[src/rtl/fpu_issue_controller.sv]
// Issue-side controller for the fixed-point unit: one request in flight, per-op minimum
// latency qualification of fpu_ready, timeout abort, and a valid/ready response channel.
module fpu_issue_controller #(
    parameter int WIDTH         = 32,
    parameter int TAG_WIDTH     = 5,
    parameter int MUL_MIN_WAIT  = 6,
    parameter int SQRT_MIN_WAIT = 3,
    parameter int TIMEOUT       = 64
) (
    input  logic                 clk,
    input  logic                 reset,
    input  logic                 req_valid,
    output logic                 req_ready,
    input  logic [1:0]           req_op,
    input  logic [WIDTH-1:0]     req_operand_1,
    input  logic [WIDTH-1:0]     req_operand_2,
    input  logic [TAG_WIDTH-1:0] req_tag,
    output logic [1:0]           fpu_operation,
    output logic [WIDTH-1:0]     fpu_operand_1,
    output logic [WIDTH-1:0]     fpu_operand_2,
    input  logic [WIDTH-1:0]     fpu_result,
    input  logic                 fpu_ready,
    output logic                 rsp_valid,
    input  logic                 rsp_ready,
    output logic [WIDTH-1:0]     rsp_result,
    output logic [TAG_WIDTH-1:0] rsp_tag,
    output logic                 rsp_error,
    output logic                 busy
);
    localparam logic [1:0] FPU_ADD  = 2'd0;
    localparam logic [1:0] FPU_SUB  = 2'd1;
    localparam logic [1:0] FPU_MUL  = 2'd2;
    localparam logic [1:0] FPU_SQRT = 2'd3;

    localparam int CNT_W = $clog2(TIMEOUT + 1);
    localparam logic [CNT_W-1:0] TIMEOUT_CNT = CNT_W'(TIMEOUT);
    localparam logic [CNT_W-1:0] CNT_ONE     = CNT_W'(1);

    typedef enum logic [1:0] {
        IDLE = 2'd0,
        WAIT = 2'd1,
        RESP = 2'd2
    } state_t;

    state_t                 state_reg;
    logic [1:0]             op_reg;
    logic [WIDTH-1:0]       operand_1_reg;
    logic [WIDTH-1:0]       operand_2_reg;
    logic [TAG_WIDTH-1:0]   tag_reg;
    logic [CNT_W-1:0]       wait_cnt_reg;
    logic                   req_ready_reg;
    logic                   busy_reg;
    logic                   rsp_valid_reg;
    logic [WIDTH-1:0]       rsp_result_reg;
    logic [TAG_WIDTH-1:0]   rsp_tag_reg;
    logic                   rsp_error_reg;

    // Minimum WAIT cycle before fpu_ready is trusted, indexed by operation code.
    logic [CNT_W-1:0] min_wait_table [4];

    generate
        for (genvar gi = 0; gi < 4; gi++) begin : g_min_wait
            localparam int MW = (gi == int'(FPU_MUL))  ? MUL_MIN_WAIT  :
                                (gi == int'(FPU_SQRT)) ? SQRT_MIN_WAIT : 1;
            assign min_wait_table[gi] = CNT_W'(MW);
        end
    endgenerate

    logic [CNT_W-1:0] min_wait;
    logic             done;

    assign min_wait = min_wait_table[op_reg];
    // A stale fpu_ready from the previous operation is masked until min_wait is reached.
    assign done     = fpu_ready && (wait_cnt_reg >= min_wait);

    always_ff @(posedge clk) begin
        if (reset) begin
            state_reg      <= IDLE;
            op_reg         <= FPU_ADD;
            operand_1_reg  <= '0;
            operand_2_reg  <= '0;
            tag_reg        <= '0;
            wait_cnt_reg   <= '0;
            req_ready_reg  <= 1'b1;
            busy_reg       <= 1'b0;
            rsp_valid_reg  <= 1'b0;
            rsp_result_reg <= '0;
            rsp_tag_reg    <= '0;
            rsp_error_reg  <= 1'b0;
        end else begin
            case (state_reg)
                IDLE: begin
                    if (req_valid) begin
                        op_reg        <= req_op;
                        operand_1_reg <= req_operand_1;
                        operand_2_reg <= req_operand_2;
                        tag_reg       <= req_tag;
                        wait_cnt_reg  <= CNT_ONE;
                        req_ready_reg <= 1'b0;
                        busy_reg      <= 1'b1;
                        state_reg     <= WAIT;
                    end
                end
                WAIT: begin
                    if (done) begin
                        rsp_result_reg <= fpu_result;
                        rsp_error_reg  <= 1'b0;
                        rsp_tag_reg    <= tag_reg;
                        rsp_valid_reg  <= 1'b1;
                        state_reg      <= RESP;
                    end else if (wait_cnt_reg == TIMEOUT_CNT) begin
                        rsp_result_reg <= '0;
                        rsp_error_reg  <= 1'b1;
                        rsp_tag_reg    <= tag_reg;
                        rsp_valid_reg  <= 1'b1;
                        state_reg      <= RESP;
                    end else begin
                        wait_cnt_reg <= wait_cnt_reg + CNT_ONE;
                    end
                end
                RESP: begin
                    // Parking the unit on ADD with zero operands keeps MUL/SQRT sequencers idle.
                    if (rsp_ready) begin
                        rsp_valid_reg <= 1'b0;
                        req_ready_reg <= 1'b1;
                        busy_reg      <= 1'b0;
                        op_reg        <= FPU_ADD;
                        operand_1_reg <= '0;
                        operand_2_reg <= '0;
                        wait_cnt_reg  <= '0;
                        state_reg     <= IDLE;
                    end
                end
                default: begin
                    state_reg <= IDLE;
                end
            endcase
        end
    end

    assign req_ready     = req_ready_reg;
    assign busy          = busy_reg;
    assign fpu_operation = op_reg;
    assign fpu_operand_1 = operand_1_reg;
    assign fpu_operand_2 = operand_2_reg;
    assign rsp_valid     = rsp_valid_reg;
    assign rsp_result    = rsp_result_reg;
    assign rsp_tag       = rsp_tag_reg;
    assign rsp_error     = rsp_error_reg;

endmodule

[config.mk]
export PLATFORM = sky130hd
export DESIGN_NAME = fpu_issue_controller
export DESIGN_NICKNAME = d
export VERILOG_FILES = /design/src/rtl/fpu_issue_controller.sv
export SDC_FILE = /design/constraint.sdc
export NUM_CORES = 1
export LEC_CHECK = 0
export CELL_PAD_IN_SITES_DETAIL_PLACEMENT = 1
export CELL_PAD_IN_SITES_GLOBAL_PLACEMENT = 2
export CORE_MARGIN = 3
export CORE_UTILIZATION = 21
export DETAILED_ROUTE_END_ITERATION = 6
export PLACE_DENSITY_LB_ADDON = 0.1
export SLEW_MARGIN = 20
export SYNTH_ARGS = -nofsm -noshare
export SYNTH_HDL_FRONTEND = slang
export SYNTH_SLANG_ARGS = --single-unit
[constraint.sdc]
create_clock -name clk -period 2.1 [get_ports clk]
set_input_delay 0.21 -clock clk [delete_from_list [all_inputs] [get_ports clk]]
set_output_delay 0.21 -clock clk [all_outputs]
set_load 0.03 [all_outputs]
======== Word-level counts from Yosys, hierarchy flattened ========
Cells that the tools add are included.
word-level totals
  logic and storage cells ................. 70
  output and inout port bits .............. 107
  register bits after elaboration ......... 121
  input port bits ......................... 108
operators by class
  equality and inequality tests ........... 8
  add/subtract/negate cells ............... 1
  $lt $le $gt $ge ......................... 2
  bitwise operators ....................... 1
  reductions and logical operators ........ 12
  mux-type cells .......................... 34
operator list
  cell                   count
  $mux W32               5
  $pmux W32 S2           2
  $mux W7                6
  $pmux W7 S3            1
  $bmux W7 S2            1
  $mux W2                5
  $mux W5                2
  $reduce_and A3 Y1      3
  $ne A2 B2 Y1 const B   4
  $add A7 B1 Y7 const B  1
  $eq A7 B7 Y1 const B   1
  $ge A7 B7 Y1           1
  $mux W1                7
  $pmux W1 S2            3
  $pmux W2 S3            1
  $reduce_bool A2 Y1     3
  $reduce_and A5 Y1      1
  $pmux W2 S2            1
  $reduce_and A2 Y1      2
  $ge A3 B3 Y1 const B   1
  $ne A3 B3 Y1 const B   1
  $not A2 Y3             1
  $reduce_bool A3 Y1     1
  $eq A2 B1 Y1 const B   1
  other kinds (3)        3

======== Depth between registers and ports, before layout ========
Gate-level depths: netlist of the first run.
  depth after elaboration ................. 8
  gate-level depth with buffers ........... 10
  gate-level depth less buffers ........... 7

======== Least setup slack after synthesis of the first run ========
OpenSTA, ideal clock, no wires.
  kind .................................... register to register
  from .................................... register op_reg[1], in the netlist fpu_operation[1]
  to ...................................... register rsp_result_reg[10], in the netlist rsp_result[10]
  arrival time ............................ 2340 ps
  required time ........................... 1983 ps
  path buffers ............................ 2
  period minus slack after synthesis ...... 2457 ps
  library setup time ...................... 117 ps
  cell stages (with the launch flop) ...... 10
  slack ................................... -357 ps
  cell sequence ........................... dfxtp_1 nand2b_1 ha_1 a211o_1 a311o_1 and3_4 and2_1 buf_6 buf_6 a22o_1
between the ends
  longest elaborated chain between the ends .. 8
ends and longest elaborated chain
  what                                          line  text
  start: declaration                            46    logic [1:0] op_reg;
  start signal: assignment                      94    op_reg <= req_op;
  $not A2 Y3 (implied by the code) *            72    assign min_wait = min_wait_table[op_reg];
  $bmux W7 S2 *                                 72
  $mux W7 (implied by the code) * (2 in a row)  72
  $ge A7 B7 Y1 *                                74    assign done = fpu_ready && (wait_cnt_reg >= min_wait);
  $logic_and A1 B1 Y1 *                         74
  $reduce_bool A2 Y1 (no line)                  n/a
  $reduce_and A2 Y1 (no line)                   n/a
  end signal: assignment                        106   rsp_result_reg <= fpu_result;
  end: declaration                              54    logic [WIDTH-1:0] rsp_result_reg;
Every way passes the cells marked *; elsewhere a longest branch is shown, timed or not. The select of a mux whose other input is x is not followed.
A chain may end at the register's enable or synchronous reset.

======== Worst setup path in the final report of the first run ========
  from .................................... register op_reg[0], in the netlist fpu_operation[0]
  to ...................................... register rsp_result_reg[20], in the netlist rsp_result[20]
Same word-level chain as after synthesis.

==> results of run 1 <==
[cell usage in the layout, fill, tap and decap left out, types with 3 or more instances in the layout]
master,synthesis,layout
nand3_1,18,18
clkinvlp_4,0,3
nor2_1,73,71
nand2_1,10,10
clkbuf_16,0,19
inv_1,8,8
and2_4,0,3
nand2b_1,4,3
a21oi_1,15,14
clkinv_2,0,5
o21ai_0,8,7
buf_12,0,4
nor2b_1,4,4
nor3_1,4,3
ha_1,8,7
a22oi_1,66,66
buf_4,0,23
dfxtp_1,121,119
a31oi_1,3,3
o31ai_1,5,4
clkdlybuf4s50_1,0,213
a22o_1,32,32
a21o_1,3,3
[where the power goes]
part	total (mW)	internal (mW)	switching, mW	leakage, nW
registers	2.83	2.64	0.187	0.989
clock network	2.88	1.80	1.08	0.279
logic	3.39	1.47	1.93	1.60
[kinds of logic after synthesis]
group | after synthesis
DFF | 121
muxes | 1
and+or+nand+nor | 122
buffers and inverters | 42
AOI/OAI and AO/OA | 145
adders and majority gates | 8
[worst max-delay path by stage]
| stage | end | slack (ns) | startpoint |
|---|---|---|---|
| floorplan | state_reg[0] | -0.08 | fpu_operation[0] |
| global placement | rsp_result[31] | -0.03 | fpu_operation[0] |
| detailed placement | rsp_result[0] | -0.04 | fpu_operation[0] |
| CTS | rsp_result[20] | -0.05 | fpu_operation[0] |
| global route | rsp_result[17] | -0.16 | fpu_operation[0] |
| finish | rsp_result[20] | -0.04 | fpu_operation[0] |
[critical path: stages (launching register included)]
cell and delay (ns):
dfxtp_4 0.34, nand2b_4 0.14, ha_4 0.21, a211o_1 0.25, a311o_1 0.34, a21o_1 0.22
a21oi_4 0.14, buf_4 0.14, buf_12 0.14, a22o_1 0.14
[timing repair]
| action | in CTS | in global routing |
|---|---|---|
| endpoints found under the hold margin | 0 | 0 |
| pin swaps | 2 | 5 |
| cloned | 2 | 2 |
| endpoints found under the setup margin | 36 | 47 |
| setup buffers | 0 | 2 |
| resized for setup | 3 | 12 |
[routing by layer]
| layer | global-route usage | routed length [um] | share of wire |
|---|---|---|---|
| met2 | 0.225 | 7840 | 0.47 |
| met1 | 0.172 | 6890 | 0.42 |
| met4 | 0.0444 | 188 | 0.011 |
| met5 | 0 | 0 | 0 |
| met3 | 0.0656 | 1610 | 0.097 |
[layout make-up]
class / count / area [um^2]
well taps: 270 / 338
multi-input cells: 278 / 1840
inverters: 8 / 30.0
flip-flops and latches: 121 / 2430
clock inverters: 12 / 125
fillers: 2248 / 12700
repair buffers: 245 / 2450
clock buffers: 19 / 454
[through the flow]
stage / setup slack [ns] / power (mW)
6_report: -0.0413 / 9.10
5_1_grt: -0.157 / 9.62
4_1_cts: -0.0476 / 9.18
3_5_place_dp: -0.0427 / 6.20
3_3_place_gp: -0.0271 / 6.14
2_1_floorplan: -0.0805 / 4.70
==> flow_summary.yaml, run 1 <==
sta:
  fin_skew_ns: 0.00906
  max_freq_mhz: 467
  worst_pin_slew_ns: 0.692
  whs_ns: 0.285
  period_needed_ns: 2.14
  postLayoutSetupSlackWorst_ns: -0.0413
  finalSetupViolations: 33
  finalHoldViolations: 0
  rsz0062_at_grt: "yes"
  min_period_over_period: 1.02
  tns_ns: -0.573
  slew_violations: 0
  max-slew-margin-rel: 0.539
floorplan:
  start_util: 0.215
  ios: 215
  die_h_um: 150
  rows: 52
  die_w_um: 150
  die-area_um2: 22600
  core_area_um2: 20400
synth:
  yosys.area.top_type: "dfxtp_1"
  ys_seq_area_frac: 0.553
  ys_async_sr_fraction: 0
  yosys.area_share.adder: 0.0229
  syn_area_um2: 4380
  synth_edf_count: 0
  synth_compound_area_frac: 0.248
  yosysMostFrequentCell: "dfxtp_1"
  synth.area.mux_share: 0.00229
  synth_simple_gate_area_frac: 0.123
  ys_ff_latch: 121
  synth_xor_area_frac: 0
  syn_nets: 555
  synth_top_area_frac: 0.553
  ys.flop_type: "dfxtp_1"
  yosys-top-cells-area: "dfxtp_1 55%, a22oi_1 11%, a22o_1 6.4%"
  syn_avg_cell_area_um2: 9.98
  netlist_instances: 439
  synth_top_cells_by_count: "121 x dfxtp_1, 73 x nor2_1, 66 x a22oi_1"
  yosys_warnings: 0
  ys_types: 39
  synth_top_family_by_area: "compound AO/OA/AOI/OAI gates"
placed_design:
  placed_area_um2: 6970
  port-buffer-count: 214
  dp_hpwl_um: 11300
  dp_cells: 916
  globalplace.congestion: 0.730
critical_path:
  r2r_slack_ns: -0.04
  worstPathRequired_ns: 2.44
  endpoint_kind: "flip-flop"
  critPathKind: "flip-flop to flip-flop"
  reg2reg_from: "fpu_operation[0]"
  worstSetupStartpointType: "flip-flop"
  critPathMaxFanout: 16
  cp.arrival_ns: 2.49
  ff2ff_path_depth: 9
  r2r_end: "rsp_result[20]"
cells_and_area:
  syn2layout_area_growth_pct: 75.0
  final_area_um2: 7670
  antennaDiodeCount: 0
  fin_nets: 787
  drive_above_1_share: 0.123
  fin_util: 0.376
  layout.cells.non_filler: 953
clock_tree:
  htreeDepth: 4
  clk_pin_slew_ns: 0.06
  cts_sinks: 121
  numCtsBuffers: 17
  clock_latency_ns: 0.41
  cts_hold_buf: 0
  cts_buffer_depth: 2
  cts_tree: "done"
  ctsRootBufferMaster: "clkbuf_16"
global_routing:
  grt_max_degree: 59
  grt_util_all_layers: 0.142
  antenna_found_initial: 0
  gr-total-overflow: 0
  grt_pass1_wl_um: 24800
  grt_pass1_vias: 4591
worst_hold_path:
  holdPathStages: 3
  min_from: "reset"
  min_path_type: "input pin to flip-flop"
  whs_endpoint: "req_ready"
power_and_ir_drop:
  p_leak_nw: 2.87
  power.density_nw_per_um2: 1190
  irDropWorstVdd_mv: 0.660
job:
  cap_violations: 0
detailed_routing:
  vias: 4298
  drt-vias-per-instance: 4.51
  ant_nets: 0
  firstDrtPassIters: 4
  avgRoutedWirePerCell_um: 17.3
  post-route-drc-count: 0
  detail_route.iter0.violations: 167
  wl_um: 16500
status:
  status: "finished, violations left"
  violations: "setup timing"
Power figures use the tool's default switching activity.
==> inputs of run 2 (changes only) <==
- TNS_END_PERCENT: not set -> 30
==> run 2 against run 1 <==
Net effect: register-to-register slack barely moved; clock power barely moved; worst setup slack improved by 0.0028 ns; first-iteration DRC count rose by 13%; global-route usage barely moved; combinational power barely moved; worst hold slack got worse by 0.019 ns; critical endpoint unchanged; design area fell by 0.29%; count of clock-buffer cells in the layout did not move; sequential power barely moved; maximum frequency rose by 0.13%; the flow still finishes with violations (setup timing); power fell by 0.30%.
==> flow_summary.yaml, run 2 (synthesized netlist as in run 1, its figures left out) <==
clock_tree:
  cts_sinks: 121
  htreeDepth: 4
  clock_latency_ns: 0.41
  numCtsBuffers: 17
  cts_tree: "done"
  cts_buffer_depth: 2
  ctsRootBufferMaster: "clkbuf_16"
  clk_pin_slew_ns: 0.06
critical_path:
  critPathMaxFanout: 16
  crit_end: "rsp_result[20]"
  cp.arrival_ns: 2.48
  critPathKind: "flip-flop to flip-flop"
  worstSetupStartpointType: "flip-flop"
  worst-path-stages: 9
  crit_path_cell_trace: "nand2b_4 -> ha_4 -> a211o_1 -> a311o_1 -> a21o_1 -> a21oi_4 -> buf_4 -> buf_12 -> a22o_1"
  endpoint_kind: "flip-flop"
  crit_start: "fpu_operation[0]"
  cp_top_family: "compound AO/OA/AOI/OAI gates"
  crit_slowest_cell: "dfxtp_4"
  worstPathRequired_ns: 2.45
  cp.buffers_inverters: 2
  r2r_end: "rsp_result[20]"
  critPathMaxStageDelay_ns: 0.34
  ff2ff_path_depth: 9
  r2r_slack_ns: -0.04
  reg2reg_from: "fpu_operation[0]"
floorplan:
  die_w_um: 150
  die-area_um2: 22600
  core_area_um2: 20400
  rows: 52
  start_util: 0.215
  die_h_um: 150
  ios: 215
power_and_ir_drop:
  combPwrFrac: 0.371
  p_seq_frac: 0.312
  total_power_mw: 9.07
  p_int_mw: 5.90
  p_switching_mw: 3.17
  irDropWorstVdd_mv: 0.661
  swShare: 0.349
  clockPowerShare: 0.317
  p_leak_nw: 2.86
  power.density_nw_per_um2: 1190
global_routing:
  grt_pass1_vias: 4582
  gr-total-overflow: 0
  grt_util_all_layers: 0.142
  grt_pass1_wl_um: 24800
  antenna_found_initial: 0
  grt_max_degree: 59
sta:
  finalSetupViolations: 33
  fin_skew_ns: 0.00851
  finalHoldViolations: 0
  slew_violations: 0
  worst_pin_slew_ns: 0.694
  period_needed_ns: 2.14
  rsz0062_at_grt: "yes"
  max_freq_mhz: 468
  min_period_over_period: 1.02
  postLayoutSetupSlackWorst_ns: -0.0385
  max-slew-margin-rel: 0.538
  whs_ns: 0.265
placed_design:
  dp_cells: 916
  dp_hpwl_um: 11300
  port-buffer-count: 214
  globalplace.congestion: 0.730
  post-place-ws_ns: -0.0427
detailed_routing:
  avgRoutedWirePerCell_um: 17.3
  firstDrtPassIters: 4
  post-route-drc-count: 0
  wl_um: 16500
  detail_route.iter0.violations: 188
  drt-vias-per-instance: 4.51
  ant_nets: 0
  vias: 4295
cells_and_area:
  final_cell_mix: "213 x clkdlybuf4s50_1, 119 x dfxtp_1, 71 x nor2_1, 66 x a22oi_1, 32 x a22o_1"
  fin_util: 0.375
  num-fill-cells: 2250
  antennaDiodeCount: 0
  layout.cells.non_filler: 953
  drive_above_1_share: 0.120
  syn2layout_area_growth_pct: 74.5
  fin_nets: 787
  seq_area_um2: 2430
  mostFrequentLayoutCell: "clkdlybuf4s50_1"
  multi_input_area_um2: 1810
status:
  status: "finished, violations left"
  violations: "setup timing"
job:
  cap_violations: 0
worst_hold_path:
  min_path_type: "input pin to flip-flop"
run 2: what timing repair did:
action | in CTS | in global routing
setup endpoints to repair | 36 | 47
buffers inserted | 0 | 2
cloned | 2 | 2
hold buffers | 0 | 0
pin swaps | 13 | 11
resized for setup | 3 | 9
run 2: cell type report:
class | instances | area share
Clock buffer | 19 | 0.0594
Clock inverter | 12 | 0.0164
Inverter | 8 | 0.00393
Multi-Input combinational cell | 278 | 0.237
Sequential cell | 121 | 0.318
Tap cell | 270 | 0.0442
Timing Repair Buffer | 245 | 0.321
run 2: worst register-to-register path, delay by kind of cell (launching register included):
family,cells,cell delay [ns]
compound gates,5,1.10
fa+ha+maj,1,0.21
buf+inv,2,0.28
flops,1,0.34
simple gates,1,0.14
run 2: stage by stage:
| step | cell area [um^2] | setup TNS, ns |
|---|---|---|
| global route | 7640 | -4.31 |
| detailed placement | 6970 | -0.830 |
| CTS | 7570 | -0.857 |
| floorplan | 4410 | -2.04 |
| finish | 7640 | -0.668 |
| global placement | 6970 | -0.149 |
run 2: worst min-delay path by stage:
stage	from	endpoint	slack, ns	cells past startpoint
after detailed placement	rsp_result[12]	rsp_result[12]	0.46	1
after CTS	reset	req_ready	0.24	3
final	reset	req_ready	0.27	3
after global routing	reset	req_ready	0.28	3
after floorplan	fpu_result[0]	rsp_result[0]	0.34	1
after global placement	rsp_result[16]	rsp_result[16]	0.45	1
run 2: power by group through the flow:
| stage | Combinational [mW] | Clock (mW) | Sequential [mW] |
|---|---|---|---|
| floorplan | 1.25 | 0 | 3.45 |
| global route | 3.64 | 3.08 | 2.87 |
| CTS | 3.36 | 2.99 | 2.83 |
| detailed placement | 3.33 | 0 | 2.87 |
| global placement | 3.27 | 0 | 2.86 |
| finish | 3.37 | 2.88 | 2.83 |
run 2: layer usage:
| layer | part of all wire | routed length, um | GRT usage | up-vias |
|---|---|---|---|---|
| li1 | - | - | - | 2066 |
| met1 | 0.41 | 6800 | 0.171 | 2067 |
| met2 | 0.48 | 7840 | 0.225 | 151 |
| met3 | 0.10 | 1650 | 0.0656 | 11 |
| met4 | 0.011 | 184 | 0.0444 | 0 |
| met5 | 0 | 0 | 0 | - |
